$ cat src/rtl/muldiv_pkg.sv
// Shared definitions for the EXE-stage HI/LO arithmetic unit:
// op encodings, FSM states and the divide iteration count.
package muldiv_pkg;

    localparam logic [2:0] OP_MULT  = 3'd0;
    localparam logic [2:0] OP_MULTU = 3'd1;
    localparam logic [2:0] OP_DIV   = 3'd2;
    localparam logic [2:0] OP_DIVU  = 3'd3;
    localparam logic [2:0] OP_MTHI  = 3'd4;
    localparam logic [2:0] OP_MTLO  = 3'd5;

    typedef enum logic [1:0] {
        S_IDLE,
        S_MUL,
        S_DIV
    } state_e;

    // W quotient-bit iterations plus one sign-fixup cycle.
    function automatic int div_cycles(input int w);
        return w + 1;
    endfunction

endpackage

$ cat src/rtl/muldiv_div_core.sv
// Restoring divider on unsigned magnitudes: one quotient bit per cycle,
// W iterations after load, last_o high once the result is stable.
module muldiv_div_core
    import muldiv_pkg::*;
#(
    parameter int W = 32
) (
    input  logic         clk,
    input  logic         rst,
    input  logic         load_i,
    input  logic [W-1:0] dividend_i,
    input  logic [W-1:0] divisor_i,
    output logic [W-1:0] quot_o,
    output logic [W-1:0] rem_o,
    output logic         last_o
);

    localparam int CW = $clog2(div_cycles(W));

    logic [W-1:0]  quot_q, quot_d;
    logic [W-1:0]  rem_q, rem_d;
    logic [W-1:0]  dvsr_q, dvsr_d;
    logic [CW-1:0] cnt_q, cnt_d;
    logic [W:0]    rem_sh;
    logic [W:0]    diff;
    logic          ge;

    // A zero divisor always "fits", giving an all-ones quotient and |a| as remainder.
    always_comb begin
        rem_sh = {rem_q, quot_q[W-1]};
        diff   = rem_sh - {1'b0, dvsr_q};
        ge     = ~diff[W];
        quot_d = quot_q;
        rem_d  = rem_q;
        dvsr_d = dvsr_q;
        cnt_d  = cnt_q;
        if (load_i) begin
            quot_d = dividend_i;
            rem_d  = '0;
            dvsr_d = divisor_i;
            cnt_d  = '0;
        end else if (cnt_q != CW'(W)) begin
            rem_d  = ge ? diff[W-1:0] : rem_sh[W-1:0];
            quot_d = {quot_q[W-2:0], ge};
            cnt_d  = cnt_q + 1'b1;
        end
    end

    // NOTE: sequential state uses non-blocking assignments so every register
    // samples the pre-edge values, independent of statement order.
    always_ff @(posedge clk) begin
        if (rst) begin
            quot_q <= '0;
            rem_q  <= '0;
            dvsr_q <= '0;
            cnt_q  <= CW'(W);
        end else begin
            quot_q <= quot_d;
            rem_q  <= rem_d;
            dvsr_q <= dvsr_d;
            cnt_q  <= cnt_d;
        end
    end

    assign quot_o = quot_q;
    assign rem_o  = rem_q;
    assign last_o = (cnt_q == CW'(W));

endmodule

$ cat src/rtl/exe_muldiv.sv
// EXE-stage HI/LO unit: pipelined multiply, iterative divide, MTHI/MTLO,
// with cancel for pipeline flushes. Owns the architectural HI/LO registers.
module exe_muldiv
    import muldiv_pkg::*;
#(
    parameter int W          = 32,
    parameter int MUL_STAGES = 2
) (
    input  logic         clk,
    input  logic         rst,
    input  logic         start,
    input  logic [2:0]   op,
    input  logic [W-1:0] a,
    input  logic [W-1:0] b,
    input  logic         cancel,
    output logic         busy,
    output logic         done,
    output logic         dbz,
    output logic [W-1:0] hi,
    output logic [W-1:0] lo
);

    state_e                state_q, state_d;
    logic [W-1:0]          hi_q, hi_d, lo_q, lo_d;
    logic                  done_q, done_d, dbz_q, dbz_d;
    logic [MUL_STAGES-1:0] mul_vld_q, mul_vld_d;
    logic [2*W-1:0]        mul_a_q, mul_b_q, mul_prod;
    logic                  div_qneg_q, div_rneg_q, div_bz_q;
    logic                  accept, is_mul, is_div, is_signed;
    logic [W-1:0]          a_mag, b_mag, div_quot, div_rem;
    logic                  div_last;

    always_comb begin
        accept    = start & ~cancel & (state_q == S_IDLE);
        is_mul    = (op == OP_MULT) || (op == OP_MULTU);
        is_div    = (op == OP_DIV)  || (op == OP_DIVU);
        is_signed = (op == OP_MULT) || (op == OP_DIV);
        a_mag     = (is_signed && a[W-1]) ? -a : a;
        b_mag     = (is_signed && b[W-1]) ? -b : b;
        mul_prod  = mul_a_q * mul_b_q;
    end

    // NOTE: every always_comb output gets a default first so no path can
    // leave it unassigned and infer a latch.
    always_comb begin
        state_d   = state_q;
        hi_d      = hi_q;
        lo_d      = lo_q;
        done_d    = 1'b0;
        dbz_d     = 1'b0;
        mul_vld_d = mul_vld_q << 1;
        case (state_q)
            S_IDLE: begin
                if (accept) begin
                    if (is_mul) begin
                        state_d      = S_MUL;
                        mul_vld_d[0] = 1'b1;
                    end else if (is_div) begin
                        state_d = S_DIV;
                    end else if (op == OP_MTHI) begin
                        hi_d   = a;
                        done_d = 1'b1;
                    end else if (op == OP_MTLO) begin
                        lo_d   = a;
                        done_d = 1'b1;
                    end
                end
            end
            S_MUL: begin
                if (cancel) begin
                    state_d   = S_IDLE;
                    mul_vld_d = '0;
                end else if (mul_vld_q[MUL_STAGES-1]) begin
                    state_d      = S_IDLE;
                    {hi_d, lo_d} = mul_prod;
                    done_d       = 1'b1;
                end
            end
            S_DIV: begin
                if (cancel) begin
                    state_d = S_IDLE;
                end else if (div_last) begin
                    state_d = S_IDLE;
                    lo_d    = div_qneg_q ? -div_quot : div_quot;
                    hi_d    = div_rneg_q ? -div_rem : div_rem;
                    done_d  = 1'b1;
                    dbz_d   = div_bz_q;
                end
            end
            default: state_d = S_IDLE;
        endcase
    end

    always_ff @(posedge clk) begin
        if (rst) begin
            state_q   <= S_IDLE;
            hi_q      <= '0;
            lo_q      <= '0;
            done_q    <= 1'b0;
            dbz_q     <= 1'b0;
            mul_vld_q <= '0;
        end else begin
            state_q   <= state_d;
            hi_q      <= hi_d;
            lo_q      <= lo_d;
            done_q    <= done_d;
            dbz_q     <= dbz_d;
            mul_vld_q <= mul_vld_d;
        end
    end

    // NOTE: operand/sign registers are only read while their op is in flight,
    // so they carry no reset; the control path above is what reset must clear.
    always_ff @(posedge clk) begin
        if (accept && is_mul) begin
            mul_a_q <= is_signed ? {{W{a[W-1]}}, a} : {{W{1'b0}}, a};
            mul_b_q <= is_signed ? {{W{b[W-1]}}, b} : {{W{1'b0}}, b};
        end
        if (accept && is_div) begin
            div_qneg_q <= is_signed & (a[W-1] ^ b[W-1]);
            div_rneg_q <= is_signed & a[W-1];
            div_bz_q   <= (b == '0);
        end
    end

    muldiv_div_core #(.W(W)) u_div_core (
        .clk        (clk),
        .rst        (rst),
        .load_i     (accept & is_div),
        .dividend_i (a_mag),
        .divisor_i  (b_mag),
        .quot_o     (div_quot),
        .rem_o      (div_rem),
        .last_o     (div_last)
    );

    assign busy = (state_q != S_IDLE);
    assign done = done_q;
    assign dbz  = dbz_q;
    assign hi   = hi_q;
    assign lo   = lo_q;

endmodule

$ cat config.mk
export PLATFORM = sky130hd
export DESIGN_NAME = exe_muldiv
export DESIGN_NICKNAME = d
export VERILOG_FILES = /design/src/rtl/muldiv_pkg.sv /design/src/rtl/muldiv_div_core.sv /design/src/rtl/exe_muldiv.sv
export SDC_FILE = /design/constraint.sdc
export NUM_CORES = 2
export LEC_CHECK = 0
export ABC_CLOCK_PERIOD_IN_PS = 10300
export CORE_AREA = 2 2 327 329
export CTS_BUF_LIST = sky130_fd_sc_hd__clkbuf_4 sky130_fd_sc_hd__clkbuf_8
export CTS_CLUSTER_SIZE = 28
export DETAILED_ROUTE_END_ITERATION = 7
export DIE_AREA = 0 0 329 331
export HOLD_SLACK_MARGIN = 0.15
export PLACE_DENSITY = 0.66
export SLEW_MARGIN = 15
export SYNTH_ARGS = -nofsm -noshare
export SYNTH_HDL_FRONTEND = slang
export SYNTH_SLANG_ARGS = --single-unit
$ cat constraint.sdc
create_clock -name clk -period 10.3 [get_ports clk]
set_input_delay 1.03 -clock clk [delete_from_list [all_inputs] [get_ports clk]]
set_output_delay 1.03 -clock clk [all_outputs]
set_load 0.05 [all_outputs]
**Yosys cells after proc, flatten, opt, wreduce, memory -nomap -nowiden**

Index checks and enable logic that the tools add are counted.

- Bits in registers: 241
- Output and inout port bits: 67

- $add $sub $neg: 6
- Multiply operators: 1
- Equality and inequality tests: 22
- Muxes and demuxes: 51
- Bitwise operators: 10
- Reductions and logical operators: 18

Operators with widths:

| kind | count |
|---|---|
| $mux 32 | 24 |
| $pmux 32 s3 | 2 |
| $neg 32->32 | 4 |
| $mul 33x33->64 | 1 |
| $sub 33x32->33 | 1 |
| $logic_not 32->1 | 1 |
| $mux 2 | 8 |
| $ne 2x2->1 const B | 8 |
| $mux 1 | 12 |
| $mux 6 | 2 |
| $reduce_and 10->1 | 1 |
| $ne 3x3->1 const B | 3 |
| $reduce_and 9->1 | 1 |
| $add 6x1->6 const B | 1 |
| $eq 3x2->1 const B | 2 |
| $eq 3x3->1 const B | 2 |
| $eq 6x6->1 const B | 1 |
| $ne 6x6->1 const B | 1 |
| $pmux 2 s3 | 1 |
| $and 1x1->1 | 5 |
| $logic_and 1x1->1 | 4 |
| $ne 2x1->1 const B | 2 |
| $not 1->1 | 4 |
| $reduce_and 4->1 | 1 |
| other kinds (13) | 16 |

**Longest topological paths before layout**

- Depth after elaboration: 7
- Gate-level depth with buffers: 29

**By module**

Synthesis repeated with hierarchy kept, for this count alone.

- Cell total of the unflattened synthesis: 5978
- Area, all modules: 53322.4 sq um

By module, submodules not included:

| module | instances | cells each | area an instance (sq um) | sequential area each (sq um) |
|---|---|---|---|---|
| exe_muldiv | 1 | 5162 | 46997.6 | 3473.3 |
| muldiv_div_core | 1 | 816 | 6324.8 | 2042.0 |

**Worst setup path before layout**

OpenSTA, ideal clock, no wires.

- Path kind: in2reg
- From: input op[2]
- To: register mul_a_q[0], enable pin
- Setup time: 0.655 ns
- Arrival time: 7.625 ns
- Required time: 9.645 ns
- Path slack: 2.020 ns
- Cell stages on the path: 2
- Path through: clkbuf_1 -> nor4_1

- Cells in the longest elaborated chain, start to end: 3

Ends and longest elaborated chain:

| what | line | RTL |
|---|---|---|
| start: declaration | exe_muldiv.sv:12 | `input logic [2:0] op,` |
| $eq 3x1->1 or $logic_not 3->1 (tied branches) | exe_muldiv.sv:35 | `is_mul = (op == OP_MULT) \|\| (op == OP_MULTU);` |
| $logic_or 1x1->1 * | exe_muldiv.sv:35 |  |
| $logic_and 1x1->1 * | exe_muldiv.sv:115 | `if (accept && is_mul) begin` |
| end signal: assignment | exe_muldiv.sv:116 | `mul_a_q <= is_signed ? {{W{a[W-1]}}, a} : {{W{1'b0}}, a};` |
| end: declaration | exe_muldiv.sv:27 | `logic [2*W-1:0] mul_a_q, mul_b_q, mul_prod;` |

Every way passes the cells marked *; elsewhere a longest branch is shown, timed or not.
A chain may end at the register's enable or synchronous reset.

**Final worst setup path**

- From: register mul_b_q[6]
- To: register hi_q[26], in the netlist hi[26]

- Cells in the longest elaborated chain, start to end: 4

Ends and longest elaborated chain:

| what | line | RTL |
|---|---|---|
| start: declaration | exe_muldiv.sv:27 |  |
| start signal: assignment | exe_muldiv.sv:117 | `mul_b_q <= is_signed ? {{W{b[W-1]}}, b} : {{W{1'b0}}, b};` |
| $mul 33x33->64 | exe_muldiv.sv:40 | `mul_prod = mul_a_q * mul_b_q;` |
| $mux 32 | exe_muldiv.sv:73 | `end else if (mul_vld_q[MUL_STAGES-1]) begin` |
| $mux 32 | exe_muldiv.sv:70 | `if (cancel) begin` |
| $pmux 32 s3 | exe_muldiv.sv:52 | `case (state_q)` |
| end signal: assignment | exe_muldiv.sv:104 | `hi_q <= hi_d;` |
| end: declaration | exe_muldiv.sv:24 | `logic [W-1:0] hi_q, hi_d, lo_q, lo_d;` |

Every way passes these cells. The select of a mux whose other input is x is not followed.

==> flow_metrics.env <==
export IMPL_nFillCells=9687
export IMPL_synth_area_leader_cell="fa_1"
export IMPL_wl_met3_um=13200
export IMPL_ctsHoldBuffers=0
export IMPL_synth_edf_count=69
export IMPL_r2r_start="mul_b_q[6]"
export IMPL_dp_slack_ps=1200
export IMPL_status="finished, final reports clean"
export IMPL_relSlewSlack=0.217
export IMPL_overflow=0
export IMPL_min_period_over_period=0.887
export IMPL_synth_seq_cells=241
export IMPL_synth_warnings=0
export IMPL_synth_main_ff_cell="dfxtp_1"
export IMPL_cp_start_kind="register"
export IMPL_cts_num_sinks=241
export IMPL_cts_resized=0
export IMPL_portBuffers=137
export IMPL_reg2reg_slack_ps=1160
export IMPL_syn_inst=5810
export IMPL_ys_seq_area_frac=0.106
export IMPL_clk_pin_slew_worst_paths_ps=70
export IMPL_grt_pass1_wl_um=248000
export IMPL_met1_length_um=65000
export IMPL_cap_violations=0
export IMPL_path_delay_family="adder cells"
export IMPL_ant_nets=0
export IMPL_hold_path_depth=2
export IMPL_finalWeightedCongestion=0.959
export IMPL_period_minus_slack_ps=9140
export IMPL_netlist_area_um2=52200
export IMPL_max_freq_mhz=109
export IMPL_grt_pass1_vias=42200
export IMPL_critPathMaxStageDelay_ps=1000
export IMPL_rsz0062_at_grt="no"
export IMPL_worst_path_buf_inv=7
export IMPL_drive_above_1_share=0.0363
export IMPL_post_cts_setup_buffers=0
export IMPL_grt_max_degree=74
export IMPL_final_max_slew_viol_count=0
export IMPL_initial_utilization=0.497
export IMPL_reg2reg_to="hi[26]"
export IMPL_timing_hold_ws_ps=424
export IMPL_worst_ep_arrival_time_ps=9670
export IMPL_crit_top_cell="fa_1"
export IMPL_highest_layer="met5"
export IMPL_setup_violations_final=0
export IMPL_synth_area_per_cell_um2=8.99
export IMPL_ios=138
export IMPL_setup_ws_ps=1160
export IMPL_grt_antenna_before_repair=12
export IMPL_mostFrequentLayoutCell="inv_1"
export IMPL_numCtsBuffers=43
export IMPL_vias_per_cell=5.60
export IMPL_critPathCaptureType="register"
export IMPL_syn_nets=7261
export IMPL_die_area_um2=109000
export IMPL_fp_dieW_um=329
export IMPL_nets=7235
export IMPL_tightest_slew_ps=1170
export IMPL_hpwl_um=127000
export IMPL_async_flop_share=0
export IMPL_crit_fanout=18
export IMPL_cts_tree="built"
export IMPL_required_ps=10840
export IMPL_core_area_um2=105000
export IMPL_setup_tns_ps=0
export IMPL_insertion_delay_ps=620
export IMPL_hold_viol=0
export IMPL_worstHoldStart="mul_vld_q[0]"
export IMPL_wl_per_cell_um=21.5
export IMPL_cp_slowest_cell="edfxtp_1"
export IMPL_vias=40400
export IMPL_drc=0
export IMPL_final_cell_mix="inv_1 (1,184), fa_1 (1,126), nand2_1 (741)"
export IMPL_htree_levels=2
export IMPL_worstPathCellList="nand2_1, inv_1, fa_1, inv_1, fa_1, inv_1, fa_1, fa_1, inv_1, fa_1, inv_1, fa_1, fa_1, inv_1, fa_1, inv_1, ha_1, nand4_1, or4_1, o21ai_0, nand3_1, a211o_1, a311o_1, a21oi_1"
export IMPL_hold_end="mul_vld_q[1]"
export IMPL_syn_to_final_growth_pct=7.18
export IMPL_first_pass_iters=6
export IMPL_synth_distinct_cells=70
export IMPL_skew_ps=43.9
export IMPL_synth_area_leaders="fa_1 (43%), inv_1 (8.5%), dfxtp_1 (6.6%)"
export IMPL_met2_length_um=70900
export IMPL_first_iter_violations=3503
export IMPL_min_delay_path_class="register to register"
export IMPL_clockBufferDepth=3
export IMPL_die_y_um=331
export IMPL_critPathKind="register to register"
export IMPL_cts_root_buf="clkbuf_8"
export IMPL_synth_top_area_frac=0.432
export IMPL_drt_total_wl_um=155000
export IMPL_row_count=119
export IMPL_grtUsageTotal=0.297
export IMPL_r2r_cells=24
==> worst max-delay path by stage <==
stage,endpoint,slack [ps],cells past startpoint,start
after global routing,hi[26],670,24,mul_b_q[6]
after CTS,hi[26],1180,24,mul_b_q[6]
after detailed placement,hi[26],1200,24,mul_b_q[6]
final,hi[26],1160,24,mul_b_q[6]
after floorplan,mul_a_q[0],2020,2,op[2]
after global placement,hi[29],1360,25,mul_b_q[3]
==> layout make-up <==
type,instances,area [um^2],share of cell area
diodes,4,10.0,0.000179
clock buffers,69,831,0.0148
clock inverters,11,118,0.00210
inverters,1185,4450,0.0795
multi-input cells,4070,41100,0.735
flip-flops and latches,241,5520,0.0986
well taps,1391,1740,0.0311
repair buffers,243,2190,0.0391
==> stage by stage <==
step / util / instances / cell area, um^2
3_3_place_gp: 0.524 / 7130 / 55000
6_report: 0.533 / 7214 / 56000
2_1_floorplan: - / 5810 / 52200
4_1_cts: 0.533 / 7210 / 55900
3_5_place_dp: 0.524 / 7130 / 55000
5_1_grt: 0.533 / 7210 / 55900
==> routing by layer <==
| layer | track usage | vias up |
|---|---|---|
| met5 | 0 | - |
| met4 | 0.0992 | 6 |
| met3 | 0.0444 | 274 |
| met2 | 0.472 | 1677 |
| met1 | 0.417 | 20800 |
| li1 | - | 17700 |
==> cell families after synthesis <==
group           share of synthesized area
mux                               0.00578
flops                               0.106
compound gates                     0.0841
buf+inv                             0.108
simple gates                        0.167
fa+ha+maj                           0.493
xor+xnor                           0.0370
==> state kept, by name, summed over array words and instances, names as in the netlist <==
name / cells
u_div_core.rem_o: 32
div_rneg_q: 1
div_qneg_q: 1
done: 1
mul_b_q: 33
hi: 32
u_div_core.cnt_q: 6
mul_a_q: 33
div_bz_q: 1
dbz: 1
lo: 32
state_q: 2
u_div_core.quot_o: 32
mul_vld_q: 2
u_div_core.dvsr_q: 32
==> tightest hold or removal path, cell delays in order (launching register included) <==
cell and delay (ps):
dfxtp_1 300, inv_1 50, a211oi_1 30
==> synthesized netlist by cell type (9+ instances only) <==
cell type     n
a2111oi_0     9
nor4_1       14
and2_1      549
inv_1      1185
nand3_1      44
and3_1       15
a21o_1       40
clkbuf_1    305
edfxtp_1     69
nor2_1      223
nor2b_1      35
a311oi_1     44
xor2_1       82
fa_1       1126
nor3_1       48
a31oi_1      22
o22ai_1      13
o31ai_1      30
nand2_1     742
a21oi_1     153
or3_1        25
ha_1        254
o41ai_1      19
or4_1        16
nand4_1      17
a211oi_1     54
o221ai_1     16
a221oi_1     24
xnor2_1     137
o21ai_0     138
dfxtp_1     172
o211ai_1     12
a211o_1       9
mux2i_1      29
nand2b_1     26
o21bai_1     13
o21a_1       15
Power is left out: the tool's default activity adds up to more than one toggle a clock period on the data nets, which glitch-free logic cannot reach.
